## config.mk

```make
export PLATFORM = sky130hd
export DESIGN_NAME = deser_8_32_sync
export DESIGN_NICKNAME = d
export VERILOG_FILES = /design/src/rtl/deser_8_32_sync.sv
export SDC_FILE = /design/constraint.sdc
export NUM_CORES = 1
export LEC_CHECK = 0
export ABC_AREA = 1
export BUFFER_PORTS_ARGS = -buffer_cell sky130_fd_sc_hd__buf_4
export CORE_MARGIN = 5
export CORE_UTILIZATION = 30
export CTS_CLUSTER_SIZE = 24
export DETAILED_ROUTE_END_ITERATION = 8
export MAX_ROUTING_LAYER = met4
export SLEW_MARGIN = 10
export SYNTH_ARGS = -nofsm -noshare
export SYNTH_HDL_FRONTEND = slang
export SYNTH_SLANG_ARGS = --single-unit
export TNS_END_PERCENT = 50
```

## constraint.sdc

```tcl
create_clock -name clk -period 2.6 [get_ports clk]
set_input_delay 0.52 -clock clk [delete_from_list [all_inputs] [get_ports clk]]
set_output_delay 0.52 -clock clk [all_outputs]
set_load 0.05 [all_outputs]
```

## src/rtl/deser_8_32_sync.sv

```systemverilog
// Framed byte-to-word receiver: acquires alignment from a run of sync bytes,
// then assembles MSB-first 32-bit words and aborts words stalled by long gaps.
module deser_8_32_sync #(
  parameter logic [7:0] SYNC_BYTE  = 8'hBC,
  parameter int         SYNC_COUNT = 4,
  parameter int         GAP_MAX    = 3
) (
  input  logic        clk,
  input  logic        reset_L,
  input  logic        valid_in,
  input  logic [7:0]  data_in,
  output logic [31:0] data_out,
  output logic        valid_out,
  output logic        active,
  output logic        err,
  output logic [7:0]  word_cnt
);

  localparam logic [3:0] LP_SC = 4'(SYNC_COUNT);
  localparam logic [7:0] LP_GM = 8'(GAP_MAX);

  typedef enum logic [1:0] {ST_SYNC, ST_ALIGNED, ST_COLLECT} state_t;

  state_t      r_state, w_next;
  logic [3:0]  r_run;
  logic [7:0]  r_gap;
  logic [1:0]  r_idx;
  logic [31:0] r_stage;

  logic w_is_sync, w_run_done, w_abort, w_word_done, w_start;
  logic w_valid_nxt, w_err_nxt, w_active_nxt;

  assign w_is_sync   = valid_in && (data_in == SYNC_BYTE);
  assign w_run_done  = (r_state == ST_SYNC) && w_is_sync && ((r_run + 4'd1) == LP_SC);
  assign w_start     = (r_state == ST_ALIGNED) && valid_in && !w_is_sync;
  assign w_word_done = (r_state == ST_COLLECT) && valid_in && (r_idx == 2'd3);
  // gap counter already holds GAP_MAX idle cycles; this idle cycle is one too many
  assign w_abort     = (r_state == ST_COLLECT) && !valid_in && (r_gap == LP_GM);

  always_ff @(posedge clk or negedge reset_L) begin
    if (!reset_L) r_state <= ST_SYNC;
    else          r_state <= w_next;
  end

  always_comb begin
    w_next = r_state;
    case (r_state)
      ST_SYNC:    if (w_run_done) w_next = ST_ALIGNED;
      ST_ALIGNED: if (w_start)    w_next = ST_COLLECT;
      ST_COLLECT: begin
        if (w_word_done)  w_next = ST_ALIGNED;
        else if (w_abort) w_next = ST_SYNC;
      end
      default:            w_next = ST_SYNC;
    endcase
  end

  always_comb begin
    w_valid_nxt  = w_word_done;
    w_err_nxt    = w_abort;
    w_active_nxt = (w_next != ST_SYNC);
  end

  always_ff @(posedge clk or negedge reset_L) begin
    if (!reset_L) begin
      r_run     <= 4'd0;
      r_gap     <= 8'd0;
      r_idx     <= 2'd0;
      r_stage   <= 32'h0;
      data_out  <= 32'h0;
      valid_out <= 1'b0;
      active    <= 1'b0;
      err       <= 1'b0;
      word_cnt  <= 8'h0;
    end else begin
      valid_out <= w_valid_nxt;
      err       <= w_err_nxt;
      active    <= w_active_nxt;

      if (r_state == ST_SYNC) begin
        if (valid_in) r_run <= (w_is_sync && !w_run_done) ? r_run + 4'd1 : 4'd0;
      end else begin
        r_run <= 4'd0;
      end

      if (r_state == ST_COLLECT && !valid_in && !w_abort) r_gap <= r_gap + 8'd1;
      else                                                 r_gap <= 8'd0;

      if (w_start) begin
        r_stage[31:24] <= data_in;
        r_idx          <= 2'd1;
      end else if (r_state == ST_COLLECT && valid_in) begin
        case (r_idx)
          2'd1:    r_stage[23:16] <= data_in;
          2'd2:    r_stage[15:8]  <= data_in;
          default: r_stage[7:0]   <= data_in;
        endcase
        r_idx <= r_idx + 2'd1;
      end else if (w_abort) begin
        r_idx <= 2'd0;
      end

      if (w_word_done) begin
        data_out <= {r_stage[31:8], data_in};
        word_cnt <= word_cnt + 8'd1;
      end
    end
  end

endmodule

```

==> results.yml <==
status:
  status: "complete, no violations"
floorplanning:
  die_w_um: 118.1
  initial_core_util: 0.3068
  rows: 39
  io_pins: 54
  fp.dieH_um: 118.1
  coreArea_um2: 11420
  die_area_um2: 13940
placement:
  postPlaceCellArea_um2: 4023
  place_congestion: 0.7980
  pre_cts_slack_ns: 0.7497
  hpwl_mm: 5.416
  port_buffers: 53
sta:
  rsz0062_at_grt: "false"
  tns_ns: 0
  setup_viol: 0
  hold_slack_ns: 0.1384
  hold_viol_final: 0
  post-route-min-period_ns: 1.662
  tightest_slew_ns: 0.5702
  maxSlewHeadroom: 0.6194
  final_max_slew_viol_count: 0
  fin_skew_ns: 0.009457
  period_share: 0.6393
  fmax_mhz: 601.7
  fin_ws_ns: 0.9379
drt:
  vias: 2560
  wl_met1_mm: 3.681
  dr.pass1.iters: 4
  wirelength_mm: 7.636
  met2WireLength_mm: 3.645
  top_layer: "met4"
  viasPerCell: 4.384
  detail-route-antenna-nets: 0
  met3_length_um: 278
  drcViolationCount: 0
  wl_per_cell_um: 13.08
  drtIter0Drc: 136
critical_path:
  r2r-end: "data_out[24]$_DFFE_PN0P_"
  crit_type: "flop to flop"
  rr_startpoint: "r_state[0]$_DFF_PN0_"
  critPathRequiredTime_ns: 2.87
  rrSetupSlack_ns: 0.94
  critPathMaxFanout: 17
  crit_start: "r_state[0]$_DFF_PN0_"
  crit_path_start_kind: "flop"
  end_kind: "flop"
  cp-endpoint: "data_out[24]$_DFFE_PN0P_"
  worst_r2r_path_depth: 8
  cp.arrival_ns: 1.93
logic_synthesis:
  synth_compound_area_frac: 0.05571
  ys.flop_type: "dfrtp_1"
  synth_top_area_frac: 0.5929
  yosysUniqueCellTypes: 26
  synth_edf_count: 0
  syn_avg_cell_area_um2: 9.195
  yosysWarnings: 0
  synth_seq_cells: 83
  synth-simple-area-share: 0.2461
  synth_top_family_by_area: "simple AND/OR/NAND/NOR gates"
  synth_xor_area_frac: 0.02214
  synthMuxAreaShare: 0
  yosysTopAreaCell: "dfrtp_1"
  synth_area_leaders: "dfrtp_1 59%, nand2_1 16%, o21ai_0 3.9%, inv_1 3.4%, ha_1 2.1%"
  ys_seq_area_frac: 0.5929
  netlist_area_um2: 3503
  netlist_instances: 381
  async_reset_ff_frac: 1.000
  synth_fa_ha_area_frac: 0.02143
  synth_fp_nets: 398
global_routing:
  grt_max_degree: 49
  antenna_found_initial: 0
  grt_pass1_vias: 2594
  grt_pass1_wl_mm: 12.92
  grt.overflow.total: 0
  grt_usage: 0.1171
cts:
  cts_buffers: 9
  cts_tree: "yes"
  postCtsSetupBuffers: 0
  htree_num_levels: 3
  path_clk_slew_ns: 0.07
  cts_root_buf: "clkbuf_16"
  ctsResizeCount: 0
  hold_buffers: 0
  clk_path_buf_depth: 2
  clk_latency_ns: 0.33
  cts_num_sinks: 83
power_and_ir_drop:
  p_leak_nw: 2.384
  cellPowerDensity_nw_per_um2: 1205
  ir_worst_vdd_v: 0.0005337
cells_and_area:
  area_delta_synth_final_pct: 24.29
  drive_gt1_frac: 0.1905
  fin_nets: 453
  fin_util: 0.3813
  diodes: 0
  fillers: 1187
  final_area_um2: 4354
flow_run:
  maxCapViolCount: 0
hold_path:
  min_path_type: "primary input to asynchronous set/reset pin"
## layout make-up
| type | count | area, um2 | area share |
|---|---|---|---|
| clock inverter | 7 | 106.4 | 0.02443 |
| multi-input combinational | 253 | 1210 | 0.2779 |
| inverter | 33 | 123.9 | 0.02845 |
| timing repair buffer | 56 | 432.9 | 0.09943 |
| sequential | 83 | 2077 | 0.4770 |
| tap | 143 | 178.9 | 0.04109 |
| clock buffer | 9 | 225.2 | 0.05172 |
## worst max-delay path, cell delays in order, from the launching register on
cell and delay [ns]:
dfrtp_1 0.38, inv_1 0.08, nand2_2 0.10, nor2_8 0.13, nand2_2 0.06, inv_1 0.42, buf_4 0.30, nand2_1 0.07
nand2_1 0.06
## Yosys cell counts (3+ instances only)
master,count
xor2_1,6
buf_4,3
nand4_1,7
dfrtp_1,83
inv_1,32
buf_6,4
nand2_1,148
nor2_1,15
o21ai_1,8
nor3_1,6
nor3b_1,4
a21oi_1,4
ha_1,6
buf_2,5
nand2_2,5
o21ai_0,27
nand3_1,9
## per-stage QoR
stage	cells	power (mW)
after floorplan	381	3.273
after global placement	568	3.862
after detailed placement	568	3.891
after CTS	584	5.324
after global routing	584	5.545
final	584	5.246
## report_power, final
group | internal [mW] | switching (mW)
registers | 1.72 | 0.275
logic | 0.543 | 1.30
clock network | 0.860 | 0.547
## layout by cell type (no fill, tap or decap), types with 2 or more instances in the layout
cell,count
o21ai_1,8
xor2_1,6
inv_1,32
nand4_1,7
ha_1,6
buf_4,55
o21ai_0,27
nor3b_1,4
dfrtp_1,83
bufinv_16,2
inv_6,3
nor2_1,15
clkbuf_16,9
nand2_1,148
nand3_1,9
nor3_1,6
nand2_2,5
a21oi_1,4
## registers in the layout, summed over array words and instances, names as in the netlist
signal and flops:
r_run 4, err 1, word_cnt 8, data_out 32, valid_out 1, r_stage 24, r_gap 8, r_idx 2
r_state 2, active 1
## per-layer routing
| layer | global-route usage | up-vias |
|---|---|---|
| met2 | 0.1783 | 39 |
| li1 | - | 1302 |
| met4 | 0.03154 | 0 |
| met5 | - | - |
| met3 | 0.03892 | 2 |
| met1 | 0.1501 | 1217 |
## worst min-delay path by stage
stage                                           to                     from  slack [ns]
after floorplan                   active$_DFF_PN0_                  reset_L        0.22
after detailed placement  data_out[11]$_DFFE_PN0P_  r_stage[11]$_DFFE_PN0P_        0.46
after CTS                      valid_out$_DFF_PN0_                  reset_L        0.15
after global placement          r_gap[0]$_DFF_PN0_       r_gap[0]$_DFF_PN0_        0.45
after global routing           valid_out$_DFF_PN0_                  reset_L        0.18
final                          valid_out$_DFF_PN0_                  reset_L        0.14
## cell families after synthesis
| logic type | Yosys count |
|---|---|
| DFF | 83 |
| and+or+nand+nor | 200 |
| AOI/OAI and AO/OA | 39 |
| adders and majority gates | 6 |
| xor gates and xnor gates | 8 |
| buffers and inverters | 45 |
(Power assumes the default switching activity.)
